===== src/rtl/hilo_spec_regfile.sv =====
// hilo_spec_regfile: speculative HI/LO register file with an in-order pending queue (push wr_*, retire commit, drop flush, read rd_*, views hilo_data/arch_*/pending_cnt)
module hilo_spec_regfile #(
  parameter int DEPTH = 2
) (
  input  logic                       clk,
  input  logic                       rst,
  input  logic                       wr_valid,
  input  logic [1:0]                 wr_en,
  input  logic [63:0]                wr_data,
  output logic                       wr_ready,
  input  logic                       commit,
  input  logic                       flush,
  input  logic                       hilo_busy,
  input  logic                       rd_req,
  input  logic                       rd_sel,
  output logic                       rd_ok,
  output logic [31:0]                rd_data,
  output logic [63:0]                hilo_data,
  output logic [31:0]                arch_hi,
  output logic [31:0]                arch_lo,
  output logic [$clog2(DEPTH):0]     pending_cnt
);
  localparam int AW = $clog2(DEPTH);
  logic [65:0]   q [DEPTH];
  logic [AW-1:0] head, tail, idx;
  logic [AW:0]   cnt;
  logic          push, pop;
  assign wr_ready = rst && cnt != (AW+1)'(DEPTH);
  assign push = wr_valid && wr_ready && !flush;
  assign pop = commit && cnt != '0;
  assign pending_cnt = cnt;
  always_ff @(posedge clk) begin
    if (!rst) begin
      arch_hi <= '0;
      arch_lo <= '0;
      head <= '0;
      tail <= '0;
      cnt <= '0;
    end else begin
      if (pop) begin
        if (q[head][65]) arch_hi <= q[head][63:32];
        if (q[head][64]) arch_lo <= q[head][31:0];
      end
      if (flush) begin
        head <= '0;
        tail <= '0;
        cnt <= '0;
      end else begin
        if (push) begin
          q[tail] <= {wr_en, wr_data};
          tail <= tail + AW'(1);
        end
        if (pop) head <= head + AW'(1);
        cnt <= cnt + (AW+1)'(push) - (AW+1)'(pop);
      end
    end
  end
  always_comb begin
    hilo_data = {arch_hi, arch_lo};
    idx = '0;
    for (int i = 0; i < DEPTH; i++) begin
      idx = head + AW'(i);
      if ((AW+1)'(i) < cnt) begin
        if (q[idx][65]) hilo_data[63:32] = q[idx][63:32];
        if (q[idx][64]) hilo_data[31:0] = q[idx][31:0];
      end
    end
  end
  assign rd_ok = rst && rd_req && !hilo_busy && !wr_valid && !flush;
  assign rd_data = rd_sel ? hilo_data[63:32] : hilo_data[31:0];
endmodule


===== config.mk =====
export PLATFORM = sky130hd
export DESIGN_NAME = hilo_spec_regfile
export DESIGN_NICKNAME = d
export VERILOG_FILES = /design/src/rtl/hilo_spec_regfile.sv
export SDC_FILE = /design/constraint.sdc
export NUM_CORES = 1
export LEC_CHECK = 0
export CAP_MARGIN = 5
export CORE_ASPECT_RATIO = 1.75
export CORE_UTILIZATION = 35
export DETAILED_ROUTE_END_ITERATION = 8
export GPL_ROUTABILITY_DRIVEN = 1
export GPL_TIMING_DRIVEN = 0
export PLACE_DENSITY_LB_ADDON = 0.3
export SLEW_MARGIN = 40
export SYNTH_ARGS = -nofsm -noshare
export SYNTH_HDL_FRONTEND = slang
export SYNTH_SLANG_ARGS = --single-unit
export TNS_END_PERCENT = 1

===== constraint.sdc =====
create_clock -name clk -period 8.2 [get_ports clk]
set_input_delay 0.82 -clock clk [delete_from_list [all_inputs] [get_ports clk]]
set_output_delay 0.82 -clock clk [all_outputs]
set_load 0.01 [all_outputs]

==> reports/summary.txt, run 1 <==
Outcome = complete, no violations
CTS Buffer Depth = 3
Rows = 84
Final hold viol count = 0
Final setup fails = 0
GR Overflow Total = 0
Reg-to-Reg End = pending_cnt[1]$_SDFF_PP0_
Multiplexer area fraction after synthesis = 9.79%
Clock transition at path regs = 60 ps
Post-Syn Nets = 1,051
R2R Setup Slk = 5580 ps
Largest net degree at the start of global routing = 19
CP endpoint kind = primary output
Routed length per instance = 24.4 µm
Fin Clk Skew = 17.2 ps
Routability cong. = 0.874
Die width = 134 µm
Clock root buffer = clkbuf_16
Die H = 234 µm
LEAKAGE = 5.04 nW
Area share of the largest cell type after synthesis = 37.0%
Period utilisation layout = 51.2%
Max-slew violations = 0
RSZ-0062 raised after global routing = no
Top delay family on crit path = buffers and inverters
Post-CTS sizing = 0
Number of global-route vias before repair = 9,541
First drt pass iteration count = 5
Filler instances = 2,804
GRT Overall Usage = 25.2%
Ys flop type = edfxtp_1
Via count = 9,462
Crit-path most repeated cell = clkbuf_1
Cell type with the largest total area after synthesis = edfxtp_1
Xor/xnor share of the synthesized area = 0.327%
CP startpoint = pending_cnt[1]$_SDFF_PP0_
Nature of the critical path startpoint = flip-flop
Simple-gate share of the synthesized area = 16.7%
# Max-Cap Violations = 0
Area occupied by multi-input gates = 0.00495 mm²
Post-synthesis compound-gate area fraction = 19.0%
Bufs and invs on worst path = 4
Slew HR = 46.0%
Syn-to-layout area delta = 34.4%
Slowest CP cell = clkdlybuf4s50_1
Dpl hpwl = 29,400 µm
Starting DRT DRC Count = 596
WS Path Type = reg -> out
Post-synthesis cell type count = 42
Peak VDD IR = 0.171 mV
Largest family of logic cells by synthesized area = compound AO/OA/AOI/OAI gates
TritonCTS clock tree = built
Cts hold-fix bufs = 0
Hold Path Origin = arch_hi[5]$_SDFFE_PN0P_
Num CTS Buffers = 21
Vias per cell = 5.76
PwrDens = 164 mW/mm²
Most frequent cell after synthesis = edfxtp_1
Post-Syn Area = 0.0107 mm²
Synth async-reset ratio = 0%
Hold Path Class = reg -> reg
Yosys warns = 0
# diodes = 0
Part of the Yosys area used for sequential elements = 49.9%
Register area = 0.00535 mm²
Reg2Reg Depth = 10
Post-Route WL = 40,100 µm
Fin crit period = 4200 ps
Post-Synth Adder-Cell Area = 0.233%
Post-route setup TNS = 0 ps
Yosys reg bits = 201
Actual slew at the worst max-slew pin = 810 ps
Global-route wire length before repair = 58,500 µm
Initial Util = 35.7%
Initial antenna violation count = 0
Post-synth EDFFs = 132
Total Power = 0.00236 W
CTS H-tree lvls = 1
Nets = 1,319
Hold Path Stages = 2
DRT antenna net count = 0
CP max FO = 10
Core Area = 0.0301 mm²
Worst r2r src = pending_cnt[0]$_SDFF_PP0_
Die area = 0.0314 mm²
Cell Chain, Critical Path = clkbuf_1 > buf_2 > nand2_1 > clkbuf_1 > a21oi_1 > clkdlybuf4s50_1
Setup bufs post-CTS = 0
Critical Path AT = 3380 ps
WP data required = 7380 ps
Sink Count = 201
Layout cells sized above 1 = 8.67%
Clock Latency Late Sink = 520 ps
Syn Inst Count = 975
Largest stage delay on the critical path = 610 ps
Hold endpoint = arch_hi[5]$_SDFFE_PN0P_
Syn_area_per_cell = 11.0 µm²
PortBufs = 237
Residual DRC count = 0
Fmax = 238 MHz
Most area-consuming cells after synthesis = edfxtp_1 37%, dfxtp_1 13%, o221a_1 6.3%, mux2i_1 6.2%, and3_1 3.7%
Top-level port count = 238
Most frequent cells after synthesis = 132 x edfxtp_1, 103 x nor2_1, 69 x dfxtp_1
## kinds of logic after synthesis
group           after synthesis
simple gates                341
compound gates              229
flops                       201
mux                         100
buf+inv                      98
xor+xnor                      4
fa+ha+maj                     2
## placed cells by master (no fill, tap or decap), drive strengths merged, types with 3 or more instances in the layout
master / n
clkdlybuf4s50: 237
edfxtp: 132
nor2: 103
clkbuf: 86
dfxtp: 69
nand2: 67
mux2i: 67
and3: 64
o221a: 62
buf: 41
nand3: 33
mux2: 33
a221o: 32
a21boi: 32
and3b: 31
a211o: 31
a21oi: 31
o22a: 31
nor3b: 31
clkinv: 10
inv: 5
xnor2: 4
nor2b: 3
and2: 3
or2: 3
## state kept, by name, indices dropped and copies added (netlist names), named ones only
signal	count
q	132
tail	1
arch_lo	32
head	1
pending_cnt	2
arch_hi	32
## worst register-to-register path, stage by stage (launching register included)
cell and delay, ps:
dfxtp_1 470, or2_2 210, nand2_1 120, inv_2 260
buf_1 560, ha_1 350, inv_1 50, ha_1 140
xnor2_1 140, xnor2_1 140, nor2_1 50
## report_power, final
part	internal (W)	leakage (nW)	switching [W]
combinational	0.000159	2.96	0.000152
clock	0.000523	0.328	0.000412
sequential	0.00110	1.75	0.0000151
## stage by stage
step	util (%)	hold slack (ps)	setup WS, ps	std cells	area, µm²
global route	47.9	523	3850	1644	14400
detailed placement	45.7	496	4080	1607	13700
floorplan	-	511	3810	975	10700
finish	47.9	507	4000	1644	14400
CTS	47.9	504	4020	1644	14400
global placement	45.2	485	769	1599	13600
## layout make-up
cell class | instances | area share [%]
flip-flops and latches | 201 | 37.1
multi-input cells | 676 | 34.4
repair buffers | 245 | 17.6
clock buffers | 26 | 3.92
well taps | 387 | 3.36
plain buffers | 93 | 2.93
clock inverters | 11 | 0.643
inverters | 5 | 0.130
## how the worst max path moves through the flow
stage,slack [ps],end,cells past startpoint
global placement,770,q[0][18]$_DFFE_PP_,4
finish,4000,hilo_data[13],6
CTS,4020,hilo_data[20],6
global route,3850,hilo_data[19],8
detailed placement,4080,rd_data[30],7
floorplan,3810,q[0][0]$_DFFE_PP_,3
## layer usage
layer	share of wire (%)	vias to the layer above	global-route usage, %
met4	6.3	0	16.2
met3	5.3	89	3.02
li1	-	4287	-
met5	0	-	0
met2	53	384	45.6
met1	36	4702	27.5
No activity file was read; power rests on OpenSTA's default activity.
==> inputs of run 2 (changes only) <==
==> constraint.sdc (replaced) <==
create_clock -name clk -period 3.98 [get_ports clk]
set_input_delay 0.398 -clock clk [delete_from_list [all_inputs] [get_ports clk]]
set_output_delay 0.398 -clock clk [all_outputs]
set_load 0.01 [all_outputs]
==> results of run 2 <==
The final DEF is identical to that of run 1. Status: complete, no violations.
Among the figures that moved: setup slack after placement 4080 ps -> 700 ps; clock-pin slew on the worst setup and hold paths 60 ps -> 70 ps; setup slack after layout 4000 ps -> 207 ps; hold slack 507 ps -> 461 ps; register-to-register setup slack 5580 ps -> 1360 ps; end point of the worst hold path arch_hi[5]$_SDFFE_PN0P_ -> q[0][10]$_DFFE_PP_; total power 0.00236 W -> 0.00486 W; worst IR drop on VDD 0.171 mV -> 0.352 mV
==> inputs of run 3 (changes only) <==
==> constraint.sdc (replaced) <==
create_clock -name clk -period 3.15 [get_ports clk]
set_input_delay 0.315 -clock clk [delete_from_list [all_inputs] [get_ports clk]]
set_output_delay 0.315 -clock clk [all_outputs]
set_load 0.01 [all_outputs]
==> reports/summary.txt, run 3 (synthesis gave the netlist of run 1 again) <==
Clock transition at path regs = 70 ps
Peak VDD IR = 0.444 mV
Regs by FF count = q (132), arch_hi (32), arch_lo (32)
Slew HR = 56.0%
Post-route worst setup slack = -80.2 ps
Top-level port count = 238
Starting DRT DRC Count = 523
CP max FO = 8
Failing checks = negative setup slack
CTS H-tree lvls = 1
Dpl hpwl = 29,400 µm
Cell Chain, Critical Path = mux2i_4 > buf_4 > a211o_1 > o221a_4 > o221a_1 > clkdlybuf4s50_1
Final hold viol count = 0
Filler instances = 2,757
Hold Path Origin = wr_data[8]
Clock Latency Late Sink = 520 ps
Via count = 9,504
RSZ-0062 raised after global routing = yes
First drt pass iteration count = 5
Fin Clk Skew = 17.9 ps
Residual DRC count = 0
DRT antenna net count = 0
R2R Setup Slk = 620 ps
Fin crit period = 3230 ps
Area occupied by multi-input gates = 0.00521 mm²
Initial Util = 35.7%
Critical Path AT = 2920 ps
Hold endpoint = q[0][8]$_DFFE_PP_
Rows = 84
PwrDens = 413 mW/mm²
Commonest non-fill, non-tap cells in the layout = 215 x clkdlybuf4s50_1, 132 x edfxtp_1, 101 x nor2_1
PortBufs = 237
GRT Overall Usage = 25.3%
Nature of the critical path startpoint = flip-flop
LEAKAGE = 5.58 nW
Sink Count = 201
Initial antenna violation count = 0
Nets = 1,327
Die area = 0.0314 mm²
Power Internal = 0.00465 W
GR Overflow Total = 0
Layout cells sized above 1 = 15.0%
Slowest CP cell = edfxtp_1
Hold Path Stages = 1
Final Util = 49.8%
Actual slew at the worst max-slew pin = 660 ps
Core Area = 0.0301 mm²
Seq pwr share = 46.9%
# diodes = 0
Hold Path Class = in -> reg
WP data required = 2830 ps
Dpl ws = 15.0 ps
Sw Pwr = 0.00152 W
Worst r2r src = pending_cnt[0]$_SDFF_PP0_
Routed length per instance = 24.5 µm
Sw Share = 24.6%
Die width = 134 µm
Global-route wire length before repair = 58,900 µm
Fmax = 310 MHz
Vias per cell = 5.75
Max reg flops = 132
CP endpoint kind = primary output
Register area = 0.00535 mm²
Die H = 234 µm
Commonest non-fill, non-tap cell in the layout = clkdlybuf4s50_1
WHS = 375 ps
Reg2Reg Depth = 10
Outcome = finished with violations
Clock power share = 39.4%
Routability cong. = 0.874
Num CTS Buffers = 21
WS Path Type = reg -> out
Most flops, register = q
Final setup fails = 6
TritonCTS clock tree = built
Number of global-route vias before repair = 9,588
Post-Route WL = 40,400 µm
CTS Buffer Depth = 3
Gate power share = 13.6%
Reg-to-Reg End = pending_cnt[1]$_SDFF_PP0_
Clock root buffer = clkbuf_16
# Max-Cap Violations = 0
Period utilisation layout = 103%
Largest stage delay on the critical path = 550 ps
Largest net degree at the start of global routing = 19
Max-slew violations = 0
Syn-to-layout area delta = 39.5%
Post-route setup TNS = -328 ps
## run 3: routing by layer
| layer | up-vias | wire length [µm] | track usage (%) |
|---|---|---|---|
| li1 | 4320 | - | - |
| met1 | 4691 | 14400 | 27.7 |
| met2 | 399 | 21400 | 46.4 |
| met3 | 94 | 2200 | 2.93 |
| met4 | 0 | 2410 | 15.0 |
| met5 | - | 0 | 0 |
## run 3: how the worst max path moves through the flow
| stage | start | endpoint | slack (ps) | cells after the start |
|---|---|---|---|---|
| floorplan | pending_cnt[1]$_SDFF_PP0_ | q[0][0]$_DFFE_PP_ | -920 | 4 |
| global placement | rst | q[0][18]$_DFFE_PP_ | -3780 | 4 |
| detailed placement | pending_cnt[1]$_SDFF_PP0_ | hilo_data[20] | 10 | 6 |
| CTS | head$_SDFFE_PP0P_ | rd_data[19] | -40 | 8 |
| global route | q[0][65]$_DFFE_PP_ | rd_data[19] | -110 | 6 |
| finish | q[0][65]$_DFFE_PP_ | rd_data[12] | -80 | 6 |
## run 3: stage by stage
stage,total power [W],instance area (µm²),instances
CTS,0.00620,14800,1651
global placement,0.00374,13600,1599
global route,0.00636,15000,1652
floorplan,0.00329,10700,975
finish,0.00617,15000,1652
detailed placement,0.00376,13700,1607
## run 3: final cells by class
cell class	instances	area share, %
clock buffers	26	3.77
well taps	387	3.24
inverters	5	0.125
repair buffers	253	17.6
plain buffers	93	4.08
clock inverters	11	0.619
multi-input cells	676	34.9
flip-flops and latches	201	35.7
## run 3: power by group through the flow
stage / logic [W] / registers, W / clock network (W)
after floorplan: 0.000344 / 0.00295 / 0
after global placement: 0.000788 / 0.00296 / 0
after global routing: 0.000887 / 0.00290 / 0.00258
after CTS: 0.000840 / 0.00289 / 0.00247
final: 0.000843 / 0.00290 / 0.00243
after detailed placement: 0.000805 / 0.00295 / 0
## run 3: timing repair
| action | CTS | global route |
|---|---|---|
| cloned | 0 | 1 |
| gates resized for setup | 126 | 53 |
| pin swaps | 1 | 0 |
| hold buffers | 0 | 0 |
| setup buffers | 7 | 0 |
| setup endpoints to repair | 90 | 46 |
## run 3: critical path, delay by kind of cell, from the launching register on
family	cells	cell delay (ps)
flops	1	550
mux	1	410
buf+inv	2	790
compound gates	3	660
